File: src/rtl/bcd_scan_counter.sv
// N-digit BCD up/down counter with tick divider, parallel load and a multiplexed
// active-low 7-segment scan driver. Define LEADING_ZERO_BLANK_EN to blank leading zeros.
module bcd_scan_counter #(
  parameter int DIGITS   = 2,
  parameter int TICK_DIV = 5000000,
  parameter int SCAN_DIV = 10000
) (
  input  logic                  clk_in1,
  input  logic                  clr,
  input  logic                  enable,
  input  logic                  up_down,
  input  logic                  load,
  input  logic [4*DIGITS-1:0]   load_val,
  output logic [4*DIGITS-1:0]   count,
  output logic                  carry_out,
  output logic [7:0]            an,
  output logic [6:0]            seg
);

  localparam int TW = $clog2(TICK_DIV);
  localparam int SW = $clog2(SCAN_DIV);

  logic [TW-1:0]       tick_cnt;
  logic                tick;
  logic [SW-1:0]       scan_cnt;
  logic                scan_tc;
  logic [2:0]          scan_idx;
  logic [4*DIGITS-1:0] count_step;
  logic [4*DIGITS-1:0] load_clamp;
  logic                wrap;
  logic [3:0]          cur_digit;
  logic                lead_zero;
  logic [7:0]          an_nxt;
  logic [6:0]          seg_nxt;

  function automatic logic [6:0] seg_decode(input logic [3:0] d);
    case (d)
      4'd0:    seg_decode = 7'b1000000;
      4'd1:    seg_decode = 7'b1111001;
      4'd2:    seg_decode = 7'b0100100;
      4'd3:    seg_decode = 7'b0110000;
      4'd4:    seg_decode = 7'b0011001;
      4'd5:    seg_decode = 7'b0010010;
      4'd6:    seg_decode = 7'b0000010;
      4'd7:    seg_decode = 7'b1111000;
      4'd8:    seg_decode = 7'b0000000;
      4'd9:    seg_decode = 7'b0010000;
      default: seg_decode = 7'b1111111;
    endcase
  endfunction

  assign tick    = (tick_cnt == TW'(TICK_DIV - 1));
  assign scan_tc = (scan_cnt == SW'(SCAN_DIV - 1));

  // Load restarts the tick period so the first tick after a load is a full period away.
  always_ff @(posedge clk_in1 or posedge clr) begin
    if (clr)               tick_cnt <= '0;
    else if (load || tick) tick_cnt <= '0;
    else                   tick_cnt <= tick_cnt + 1'b1;
  end

  // Ripple the +/-1 through the digits; wrap stays set only while every digit rolls over.
  always_comb begin
    logic [3:0] d;
    count_step = count;
    load_clamp = '0;
    wrap       = 1'b1;
    d          = '0;
    for (int i = 0; i < DIGITS; i++) begin
      d = count[4*i +: 4];
      if (wrap) begin
        if (up_down) begin
          count_step[4*i +: 4] = (d == 4'd9) ? 4'd0 : d + 4'd1;
          wrap = (d == 4'd9);
        end else begin
          count_step[4*i +: 4] = (d == 4'd0) ? 4'd9 : d - 4'd1;
          wrap = (d == 4'd0);
        end
      end
      load_clamp[4*i +: 4] = (load_val[4*i +: 4] > 4'd9) ? 4'd9 : load_val[4*i +: 4];
    end
  end

  always_ff @(posedge clk_in1 or posedge clr) begin
    if (clr) begin
      count     <= '0;
      carry_out <= 1'b0;
    end else begin
      carry_out <= 1'b0;
      if (load) begin
        count <= load_clamp;
      end else if (tick && enable) begin
        count     <= count_step;
        carry_out <= wrap;
      end
    end
  end

  always_ff @(posedge clk_in1 or posedge clr) begin
    if (clr) begin
      scan_cnt <= '0;
      scan_idx <= '0;
    end else if (scan_tc) begin
      scan_cnt <= '0;
      scan_idx <= (scan_idx == 3'(DIGITS - 1)) ? 3'd0 : scan_idx + 3'd1;
    end else begin
      scan_cnt <= scan_cnt + 1'b1;
    end
  end

  // lead_zero: selected digit and every digit above it are zero.
  always_comb begin
    cur_digit = '0;
    lead_zero = 1'b1;
    an_nxt    = 8'hFF;
    for (int i = 0; i < DIGITS; i++) begin
      if (3'(i) == scan_idx) cur_digit = count[4*i +: 4];
      if (3'(i) >= scan_idx && count[4*i +: 4] != 4'd0) lead_zero = 1'b0;
    end
    an_nxt[scan_idx] = 1'b0;
`ifdef LEADING_ZERO_BLANK_EN
    seg_nxt = (lead_zero && scan_idx != 3'd0) ? 7'b1111111 : seg_decode(cur_digit);
`else
    seg_nxt = seg_decode(cur_digit);
`endif
  end

  always_ff @(posedge clk_in1 or posedge clr) begin
    if (clr) begin
      an  <= 8'hFE;
      seg <= 7'b1000000;
    end else begin
      an  <= an_nxt;
      seg <= seg_nxt;
    end
  end

endmodule
File: config.mk
export PLATFORM = sky130hd
export DESIGN_NAME = bcd_scan_counter
export DESIGN_NICKNAME = d
export VERILOG_FILES = /design/src/rtl/bcd_scan_counter.sv
export SDC_FILE = /design/constraint.sdc
export NUM_CORES = 1
export LEC_CHECK = 0
export ABC_AREA = 1
export BUFFER_PORTS_ARGS = -buffer_cell sky130_fd_sc_hd__buf_2
export CORE_MARGIN = 5
export CORE_UTILIZATION = 45
export CTS_CLUSTER_DIAMETER = 150
export DETAILED_ROUTE_END_ITERATION = 12
export GPL_TIMING_DRIVEN = 1
export PLACE_DENSITY = 0.75
export SYNTH_ARGS = -nofsm -noshare
export SYNTH_HDL_FRONTEND = slang
export SYNTH_SLANG_ARGS = --single-unit
File: constraint.sdc
create_clock -name clk_in1 -period 5.52 [get_ports clk_in1]
set_input_delay 0.552 -clock clk_in1 [delete_from_list [all_inputs] [get_ports clk_in1]]
set_output_delay 0.552 -clock clk_in1 [all_outputs]
set_load 0.02 [all_outputs]
Word level (Yosys, flattened, before mapping). Memory sizes are Yosys's and may differ from the RTL's. A register that Yosys moved wholly into a read port is not among the register bits. Index checks and enable logic that the tools add are counted. W data, S select, Z words.

Add/subtract/negate cells: 7. Multiply operators: 0. Div/mod/pow operators: 0. Order comparisons: 4. Equal/unequal tests: 6. Shifts and indexed selects: 0. Muxes and demuxes: 23. Bitwise logic cells: 1. Reduce and logical (&&, ||, !) cells: 9.

Operators by type and width (number): $mux W4 (11); $add A23 B1 Y23 const B (1); $eq A23 B23 Y1 const B (1); $mux W23 (1); $mux W8 (2); $add A14 B1 Y14 const B (1); $eq A14 B14 Y1 const B (1); $mux W14 (1); $add A4 B1 Y4 const B (2); $eq A4 B4 Y1 const B (2); $gt A4 B4 Y1 const B (2); $logic_not A4 Y1 (2); $not A8 Y8 (1); $sub A4 B1 Y4 const B (2); $mux W1 (6); $lt A3 B4 Y1 const B (1); $reduce_bool A2 Y1 (2); $add A3 B1 Y3 const B (1); $demux W1 S3 (1); $eq A1 B3 Y1 const A (1); $eq A3 B1 Y1 const B (1); $ge A3 B1 Y1 const B (1); $logic_not A3 Y1 (1); $mux W3 (1); other kinds (3) (4).

Flip-flop bits (word level): 57. Bits in latches: 0. Memory bits (writable): 0. Bits in read-only memories: 112. Input port bits: 13. Word-level logic and storage cells: 58. Memories kept: 1.

Memories: (name not given) (depth 16, width 7, rd ports 1, clocked after memory_dff 1, wr ports 0, RTL line 37) `case (d)`.

Depth between registers and ports, before layout. Gate-level depths: netlist of the first run.

Word-level depth: 6. Mapped depth: 11.

Worst setup path before layout of the first run. No wires, ideal clock.

Kind: input to register. Start: in load. End: reg count[4]. Library setup time: 0.065 ns. Arrival time: 1.406 ns. Required time: 5.455 ns. Path slack: 4.049 ns. Stages on the path: 7. Cell sequence: buf_2 inv_1 clkbuf_1 nor2_1 a22oi_1 nand3_1 nand2_1.

Cells in the longest elaborated chain, start to end: 2.

Ends and longest elaborated chain: from (decl) (RTL line 12) `input logic load,`; $reduce_bool A2 Y1 (no source line); $reduce_and A2 Y1 (no source line); to (signal assigned) (RTL line 91) `count <= load_clamp;`; to (signal assigned) (RTL line 93) `count <= count_step;`; to (decl) (RTL line 14) `output logic [4*DIGITS-1:0] count,`.

Several ways; a longest one is shown, not always the timed one. A chain may end at the register's enable or synchronous reset.

Worst setup path in the final report of the first run.
Start: reg tick_cnt[0]. End: reg tick_cnt[22].

Cells in the longest elaborated chain, start to end: 3.

Ends and longest elaborated chain: from (decl) (RTL line 23) `logic [TW-1:0] tick_cnt;`; from (signal assigned) (RTL line 59) `else tick_cnt <= tick_cnt + 1'b1;`; branches (longest 2 deep; another with $add A23 B1 Y23); $mux W23 (*) (RTL line 58) `else if (load || tick) tick_cnt <= '0;`.

Every way passes the cells marked *.

==> results of run 1 <==
## registers in the layout, indices dropped and copies added (netlist names)
| register | flops |
|---|---|
| tick_cnt | 23 |
| scan_idx | 3 |
| scan_cnt | 14 |
| an | 8 |
| carry_out | 1 |
| seg | 7 |
| count | 8 |
## kinds of logic after synthesis
logic type | count (synthesis) | share of synthesized area
compound gates | 40 | 0.0615
xor+xnor | 14 | 0.0337
fa+ha+maj | 2 | 0.00687
buf+inv | 79 | 0.0855
flops | 64 | 0.442
simple gates | 307 | 0.370
## synthesized netlist by cell type, drive strengths merged, types with 7 or more instances
cell type / n
nand2: 149
nor2: 74
inv: 70
dfrtp: 56
nand3: 47
nor3: 20
o21ai: 19
a21oi: 13
nand4: 13
xor2: 11
dfstp: 8
buf: 7
## cells in the final DEF (no fill, tap or decap), types with 2 or more instances in the layout
| cell | netlist | final |
|---|---|---|
| sky130_fd_sc_hd__ha_1 | 2 | 2 |
| sky130_fd_sc_hd__xor2_1 | 11 | 11 |
| sky130_fd_sc_hd__o21ai_2 | 2 | 2 |
| sky130_fd_sc_hd__buf_2 | 6 | 36 |
| sky130_fd_sc_hd__nor3_1 | 17 | 17 |
| sky130_fd_sc_hd__xnor2_1 | 3 | 3 |
| sky130_fd_sc_hd__nand2_4 | 2 | 2 |
| sky130_fd_sc_hd__nand3_1 | 44 | 44 |
| sky130_fd_sc_hd__nand2_2 | 2 | 2 |
| sky130_fd_sc_hd__nand4_1 | 13 | 13 |
| sky130_fd_sc_hd__clkbuf_8 | 0 | 9 |
| sky130_fd_sc_hd__a22oi_1 | 2 | 2 |
| sky130_fd_sc_hd__inv_1 | 65 | 64 |
| sky130_fd_sc_hd__dfrtp_1 | 56 | 56 |
| sky130_fd_sc_hd__o211ai_1 | 2 | 2 |
| sky130_fd_sc_hd__a21oi_1 | 13 | 13 |
| sky130_fd_sc_hd__o21ai_0 | 16 | 16 |
| sky130_fd_sc_hd__inv_2 | 5 | 6 |
| sky130_fd_sc_hd__clkinv_4 | 0 | 3 |
| sky130_fd_sc_hd__nor3b_1 | 3 | 3 |
| sky130_fd_sc_hd__nor3_2 | 2 | 2 |
| sky130_fd_sc_hd__o22ai_1 | 2 | 2 |
| sky130_fd_sc_hd__nor2_1 | 72 | 72 |
| sky130_fd_sc_hd__nand2_1 | 145 | 145 |
| sky130_fd_sc_hd__clkinvlp_4 | 0 | 3 |
| sky130_fd_sc_hd__dfstp_2 | 8 | 8 |
| sky130_fd_sc_hd__nand3_2 | 3 | 3 |
## power breakdown
| group | switching [µW] | internal, µW |
|---|---|---|
| Sequential | 26.7 | 496 |
| Clock | 206 | 166 |
| Combinational | 140 | 64.5 |
## critical path, cell delays in order (launching register included)
cell,delay (ns)
sky130_fd_sc_hd__dfrtp_1,0.42
sky130_fd_sc_hd__ha_1,0.25
sky130_fd_sc_hd__nand3_2,0.12
sky130_fd_sc_hd__nor2_1,0.17
sky130_fd_sc_hd__nand3_1,0.10
sky130_fd_sc_hd__nand2_1,0.55
sky130_fd_sc_hd__inv_1,0.17
sky130_fd_sc_hd__nand2_1,0.12
sky130_fd_sc_hd__nor2_1,0.05
## layout make-up
type,instances,area share
flip-flops and latches,64,0.394
well taps,102,0.0312
clock inverters,7,0.0141
repair buffers,37,0.0458
multi-input cells,363,0.420
inverters,71,0.0651
clock buffers,9,0.0302
## path summary, 6_finish.rpt
kind                                            to  slack, ns  cells after the start                  start
min in group clk_in1           carry_out$_DFF_PP0_       0.46                      3                 enable
hold reg to reg              scan_cnt[0]$_DFF_PP0_       0.46                      1  scan_cnt[0]$_DFF_PP0_
setup reg to reg            tick_cnt[22]$_DFF_PP0_       3.47                      8  tick_cnt[0]$_DFF_PP0_
hold / removal             scan_idx[2]$_DFFE_PP0N_       0.43                      3                    clr
setup / recovery            tick_cnt[22]$_DFF_PP0_       3.47                      8  tick_cnt[0]$_DFF_PP0_
max in group asynchronous         seg[4]$_DFF_PP0_       4.57                      3                    clr
## routing by layer
layer  vias to the layer above  global-route usage  share of wire
met2                        92               0.286           0.47
li1                       1686                   -              -
met5                         -                   0              0
met3                        15              0.0445          0.053
met1                      1554               0.230           0.46
met4                         0              0.0653          0.016
## metrics by stage
step,utilization,power (µW)
floorplan,-,675
global placement,0.501,729
detailed placement,0.501,733
CTS,0.525,1110
global route,0.525,1160
finish,0.525,1100
==> results.toml, run 1 <==
[clock_tree]
clock-sinks = 64
clk_pin_slew_ns = 0.08
clock_latency_ns = 0.35
cts_setup_buffers = 0
cts-root-to-sink-buffers = 2
cts_root_buffer = "sky130_fd_sc_hd__clkbuf_8"
cts_tree = "done"
htree_levels = 3
cts.repair.resized = 0
cts_made_buffers = 9
cts_hold_buffers = 0

[timing]
clock-skew-final_ns = 0.00968
holdWs_ns = 0.429
achievable-frequency_ghz = 0.488
slew_headroom = 0.461
report.final.slew_viol_count = 0
post-route-period-util = 0.371
worst_setup_margin_ns = 3.47
fin_crit_ns = 2.05
fin_setup_tns_ns = 0
timing_worst_slew_pin_value_ns = 0.808
setup-violations-final = 0
grt_setup_unrepaired = "false"
timing.final.hold_violations = 0

[detailed_routing]
ant_nets = 0
drc = 0
detailroute.via_count = 3347
post_detailed_route_via_to_cell_ratio = 5.13
detailedRoute.firstPassIterationCount = 6
initialDrtViolationCount = 166
routedWlPerCell_um = 12.5
routed_wl_um = 8180

[logic_synthesis]
synth.cell_area_um2 = 3640
synth-edff-count = 0
synthDistinctLibCells = 34
synth.yosys.seq_area_share = 0.442
post_synth_main_area_contributors = "sky130_fd_sc_hd__dfrtp_1 38%, sky130_fd_sc_hd__nand2_1 15%, sky130_fd_sc_hd__nor2_1 7.4%"
synth_top_flop_cell = "sky130_fd_sc_hd__dfrtp_1"
syn_inst = 506
synth_top_area_share = 0.385
ys_seq_elements = 64
synth.yosys.warnings = 0
synth_async_reset_ratio = 1.00
syn_area_per_cell_um2 = 7.20
netlist.top_cell.by_area = "sky130_fd_sc_hd__dfrtp_1"
synth_nets = 521

[place]
port-buffer-count = 36
placedInstanceArea_um2 = 3910
place_worst_setup_slack_ns = 3.47
dp.cells = 637
place_hpwl_um = 5950
gp_routability_congestion = 0.913

[global_route]
grt_pass1_vias = 3300
globalRoute.totalOverflow = 0
wire_length_of_the_first_global_routing_pass_um = 14500
grt_max_degree = 65
globalRouteTotalUtil = 0.177
initial_antenna_violation_count = 0

[final_layout]
num_antenna_cells = 0
multiInputGateArea_um2 = 1720
flip_flop_and_latch_area_um2 = 1610
final_nets = 561
area_growth_syn_to_fin_pct = 12.4
layout.cells.non_filler = 653
share_of_layout_cells_above_drive_strength_1 = 0.149
finalInstanceArea_um2 = 4100
fill_cells = 740

[min_path]
hold_path_class = "input port to asynchronous set/reset pin"

[floorplanning]
core_area_um2 = 7810
row_count = 32
floorplan.die.height_um = 100
die_area_um2 = 10000
design.portCount = 37
initial_utilization = 0.467
dieWidth_um = 100

[outcome]
outcome = "finished, final reports clean"

[worst_setup_path]
worstPathArrival_ns = 2.28
timing_worst_setup_path_type = "flip-flop to flip-flop"
worst-path-max-fanout = 21
worst-endpoint-required_ns = 5.75
endpoint_kind = "flip-flop"
critical_path.startpoint_type = "flip-flop"

[flow_run]
cap_viol_max_count = 0

[power_and_ir_drop]
powerDensity_nw_per_um2 = 268
power.leakage_uw = 0.00203
ir_drop_v = 0.000214
No activity file was read; power rests on OpenSTA's default activity.
==> inputs of run 2 (changes only) <==
PLACE_DENSITY = 0.77   (was 0.75)
clock period = 1.8 ns   (was 5.52 ns; I/O delays follow)
==> run 2 against run 1 <==
Effect of this change: clock skew hardly changed; first-iteration DRC count up 9.6%; routed wire length decreased by 0.62%; count of clock-buffer cells in the layout stayed put; critical path type unchanged.
==> results.toml, run 2 (same netlist as run 1, synthesis figures left out) <==
[clock_tree]
htree_levels = 3
cts_root_buffer = "sky130_fd_sc_hd__clkbuf_8"
clock-sinks = 64
cts_setup_buffers = 0
clk_pin_slew_ns = 0.08
cts-root-to-sink-buffers = 2
clock_latency_ns = 0.35
cts_tree = "done"
cts_made_buffers = 9

[final_layout]
num_antenna_cells = 0
layout_commonest_cell = "sky130_fd_sc_hd__nand2_1"
share_of_layout_cells_above_drive_strength_1 = 0.163
area_growth_syn_to_fin_pct = 15.7
largest_register_ffs = 23
top_register = "tick_cnt"
final_nets = 568
fill_cells = 721
final_cell_mix = "144 x sky130_fd_sc_hd__nand2_1, 71 x sky130_fd_sc_hd__nor2_1, 64 x sky130_fd_sc_hd__inv_1"
reg_top3 = "tick_cnt (23), scan_cnt (14)"

[floorplanning]
row_count = 32
floorplan.die.height_um = 100
design.portCount = 37
initial_utilization = 0.467
die_area_um2 = 10000
dieWidth_um = 100
core_area_um2 = 7810

[place]
place_hpwl_um = 6130
port-buffer-count = 36
place_worst_setup_slack_ns = 0.152
gp_routability_congestion = 0.851

[detailed_routing]
routedWlPerCell_um = 12.3
post_detailed_route_via_to_cell_ratio = 5.07
detailedRoute.firstPassIterationCount = 5
initialDrtViolationCount = 182
drc = 0
ant_nets = 0
routed_wl_um = 8130
detailroute.via_count = 3344

[worst_setup_path]
timing_worst_setup_path_type = "flip-flop to flip-flop"
path_common_cell = "sky130_fd_sc_hd__nand2_1"
critical_path.startpoint_type = "flip-flop"
worst-endpoint-required_ns = 2.04
cp.buffers_inverters = 1
cpLargestDelayFamily = "simple AND/OR/NAND/NOR gates"
critical_path.slowest_cell = "sky130_fd_sc_hd__dfrtp_1"
worstPathCellList = "ha_1 > nand3_1 > inv_2 > nand2_1 > nor3_1 > nand2_1 > o21ai_0 > nor2_1"
cp_slowest_stage_delay_ns = 0.38
endpoint_kind = "flip-flop"
worst-path-max-fanout = 4
worstPathArrival_ns = 1.84

[flow_run]
cap_viol_max_count = 0

[global_route]
globalRoute.totalOverflow = 0
initial_antenna_violation_count = 0
grt_pass1_vias = 3232
globalRouteTotalUtil = 0.175
wire_length_of_the_first_global_routing_pass_um = 14300
grt_max_degree = 40

[timing]
report.final.slew_viol_count = 0
timing_worst_slew_pin_value_ns = 0.386
worst_setup_margin_ns = 0.205
setup-violations-final = 0
post-route-period-util = 0.886
grt_setup_unrepaired = "false"
slew_headroom = 0.742
clock-skew-final_ns = 0.00955
fin_crit_ns = 1.59
achievable-frequency_ghz = 0.627
timing.final.hold_violations = 0
fin_setup_tns_ns = 0

[outcome]
outcome = "finished, final reports clean"

[power_and_ir_drop]
ir_drop_v = 0.000628
powerDensity_nw_per_um2 = 868
power.leakage_uw = 0.00209

[min_path]
hold_path_class = "input port to flip-flop"
## run 2: changes by cell type in the layout (fill, tap and decap cells not counted), sizes merged
cell | before | now
buf | 37 | 43
bufinv | 0 | 2
clkinv | 4 | 2
clkinvlp | 3 | 1
inv | 71 | 73
dlygate4sd3 | 0 | 1
## run 2: per-layer routing
layer | wire length (µm) | GRT usage | vias to the layer above
li1 | - | - | 1699
met1 | 3640 | 0.221 | 1547
met2 | 3870 | 0.293 | 84
met3 | 451 | 0.0375 | 14
met4 | 165 | 0.0694 | 0
met5 | 0 | 0 | -
## run 2: power breakdown
group / leakage (µW) / total, µW / internal (µW) / switching, µW
Combinational: 0.00115 / 635 / 209 / 426
Sequential: 0.000828 / 1600 / 1520 / 80.7
Clock: 0.000111 / 1420 / 796 / 627
## run 2: worst min-delay path, cell delays in order
cell and delay, ns:
sky130_fd_sc_hd__buf_2 0.11, sky130_fd_sc_hd__nand4_1 0.08, sky130_fd_sc_hd__nor2_1 0.04
## run 2: repair_timing
| item | CTS | global route |
|---|---|---|
| endpoints found under the hold margin | 56 | 0 |
| resized for setup | 0 | 3 |
| setup endpoints to repair | 0 | 8 |
| hold buffers | 1 | 0 |
## run 2: path summary, 6_finish.rpt
path                       depth (start not counted)             startpoint                endpoint  slack [ns]
setup reg to reg                                   8  scan_cnt[0]$_DFF_PP0_  scan_cnt[10]$_DFF_PP0_        0.21
max in group asynchronous                          4                    clr         an[6]$_DFF_PP1_        1.03
hold reg to reg                                    1  scan_cnt[0]$_DFF_PP0_   scan_cnt[0]$_DFF_PP0_        0.47
hold / removal                                     3                 enable     carry_out$_DFF_PP0_        0.09
setup / recovery                                   8  scan_cnt[0]$_DFF_PP0_  scan_cnt[10]$_DFF_PP0_        0.21
min in group asynchronous                          4                    clr  scan_cnt[13]$_DFF_PP0_        0.43
## run 2: final cells by class
class | instances | area, µm² | share of cell area
multi-input combinational | 363 | 1730 | 0.410
sequential | 64 | 1610 | 0.382
inverter | 71 | 267 | 0.0632
timing repair buffer | 44 | 255 | 0.0606
tap | 102 | 128 | 0.0303
clock buffer | 9 | 124 | 0.0294
clock inverter | 7 | 103 | 0.0243
## run 2: stage by stage
stage | hold slack (ns) | total power, µW | instances | util | cell area, µm²
final | 0.0934 | 3660 | 660 | 0.540 | 4220
after global routing | 0.129 | 3840 | 660 | 0.540 | 4220
after CTS | 0.0843 | 3690 | 660 | 0.539 | 4210
after detailed placement | 0.255 | 2260 | 643 | 0.509 | 3970
after global placement | 0.257 | 2250 | 643 | 0.509 | 3970
after floorplan | 0.316 | 2070 | 506 | - | 3640
==> inputs of run 3 (changes only) <==
HOLD_SLACK_MARGIN = 0.1   (was default)
==> run 3 against run 2 <==
Effect of this change: register-to-register slack hardly changed; clock power hardly changed; worst hold slack better by 0.068 ns; sequential power about the same; critical path type unchanged.
==> results.toml, run 3 (same netlist as run 1, synthesis figures left out) <==
[final_layout]
flip_flop_and_latch_area_um2 = 1610
reg_top3 = "tick_cnt (23), scan_cnt (14)"
finalInstanceArea_um2 = 4230
largest_register_ffs = 23
share_of_layout_cells_above_drive_strength_1 = 0.163
area_growth_syn_to_fin_pct = 16.0
final_nets = 569
postLayoutCoreUtil = 0.541
final_cell_mix = "144 x sky130_fd_sc_hd__nand2_1, 71 x sky130_fd_sc_hd__nor2_1, 64 x sky130_fd_sc_hd__inv_1"
top_register = "tick_cnt"
fill_cells = 720
layout_commonest_cell = "sky130_fd_sc_hd__nand2_1"
num_antenna_cells = 0
multiInputGateArea_um2 = 1730

[detailed_routing]
detailedRoute.firstPassIterationCount = 5
detailroute.via_count = 3334
ant_nets = 0
routed_wl_um = 8140
initialDrtViolationCount = 203
routedWlPerCell_um = 12.3
post_detailed_route_via_to_cell_ratio = 5.04
drc = 0

[clock_tree]
clk_pin_slew_ns = 0.08
cts_root_buffer = "sky130_fd_sc_hd__clkbuf_8"
cts_setup_buffers = 0
clock_latency_ns = 0.35
clock-sinks = 64
htree_levels = 3
cts-root-to-sink-buffers = 2
cts_tree = "done"
cts_made_buffers = 9

[timing]
post-route-period-util = 0.887
setup-violations-final = 0
grt_setup_unrepaired = "false"
fin_setup_tns_ns = 0
holdWs_ns = 0.161
slew_headroom = 0.742
timing_worst_slew_pin_value_ns = 0.386
achievable-frequency_ghz = 0.627
clock-skew-final_ns = 0.0102
timing.final.hold_violations = 0
fin_crit_ns = 1.60
report.final.slew_viol_count = 0

[power_and_ir_drop]
powerDensity_nw_per_um2 = 866
ir_drop_v = 0.000628
report.power.total_uw = 3660
power.leakage_uw = 0.00209

[floorplanning]
floorplan.die.height_um = 100
initial_utilization = 0.467
core_area_um2 = 7810
design.portCount = 37
die_area_um2 = 10000
dieWidth_um = 100
row_count = 32

[place]
gp_routability_congestion = 0.851
port-buffer-count = 36
placedInstanceArea_um2 = 3970
place_hpwl_um = 6130

[worst_setup_path]
worstPathArrival_ns = 1.84
critical_path.startpoint_type = "flip-flop"
endpoint_kind = "flip-flop"
reg2reg_from = "scan_cnt[0]$_DFF_PP0_"
critical_path.slowest_cell = "sky130_fd_sc_hd__dfrtp_1"
worst-path-max-fanout = 4
cp_slowest_stage_delay_ns = 0.38
worst-endpoint-required_ns = 2.04
timing_worst_setup_path_type = "flip-flop to flip-flop"
worstRegToRegCells = 8
path_common_cell = "sky130_fd_sc_hd__nand2_1"
worstPathCellList = "ha_1 > nand3_1 > inv_2 > nand2_1 > nor3_1 > nand2_1 > o21ai_0 > nor2_1"
critical_path.startpoint = "scan_cnt[0]$_DFF_PP0_"

[global_route]
initial_antenna_violation_count = 0
grt_max_degree = 40
grt_pass1_vias = 3238
wire_length_of_the_first_global_routing_pass_um = 14300
globalRouteTotalUtil = 0.176
globalRoute.totalOverflow = 0

[min_path]
worstHoldPathCells = 5
launch_point_of_the_worst_hold_path = "load_val[3]"
hold_path_class = "input port to flip-flop"

[flow_run]
cap_viol_max_count = 0

[outcome]
outcome = "finished, final reports clean"
run 3: changes by cell type in the layout (fill, tap and decap cells not counted):
cell,before,now
sky130_fd_sc_hd__dlygate4sd3_1,1,2
run 3: critical path: cells and delay by family (launching register included):
family                   cells  cell delay, ns
adder cells (fa/ha/maj)      1            0.25
buffers and inverters        1            0.10
flip-flops                   1            0.38
AO/OA/AOI/OAI                1            0.18
AND/OR/NAND/NOR              5            0.56
run 3: worst paths after layout:
check / to / slack [ns]
min in group asynchronous: scan_cnt[13]$_DFF_PP0_ / 0.43
max in group asynchronous: an[6]$_DFF_PP1_ / 1.03
hold / removal: count[3]$_DFFE_PP0P_ / 0.16
setup / recovery: scan_cnt[10]$_DFF_PP0_ / 0.20
hold reg to reg: scan_cnt[0]$_DFF_PP0_ / 0.47
setup reg to reg: scan_cnt[10]$_DFF_PP0_ / 0.20
run 3: repair_timing:
item | CTS | global route
endpoints found under the hold margin | 57 | 0
hold buffers | 2 | 0
endpoints found under the setup margin | 0 | 8
gates resized for setup | 0 | 3
run 3: per-stage QoR:
stage                     setup WS [ns]  std cells
after CTS                         0.153        661
after global placement            0.226        643
after global routing             0.0175        661
final                             0.204        661
after floorplan                  0.0351        506
after detailed placement          0.152        643
run 3: layout make-up:
cell class                 instances  area share
clock buffer                       9      0.0293
clock inverter                     7      0.0243
inverter                          71      0.0631
multi-input combinational        363       0.409
sequential                        64       0.381
tap                              102      0.0302
timing repair buffer              45      0.0628
run 3: routing by layer:
metal	routed length [µm]	part of all wire	GRT usage	up-vias
met4	179	0.022	0.0694	0
li1	-	-	-	1700
met1	3620	0.44	0.221	1529
met2	3900	0.48	0.295	89
met3	446	0.055	0.0375	16
met5	0	0	0	-
run 3: where the power goes:
group / internal (µW) / switching (µW)
registers: 1520 / 81.3
logic: 210 / 427
clock network: 796 / 623
total: 2530 / 1130
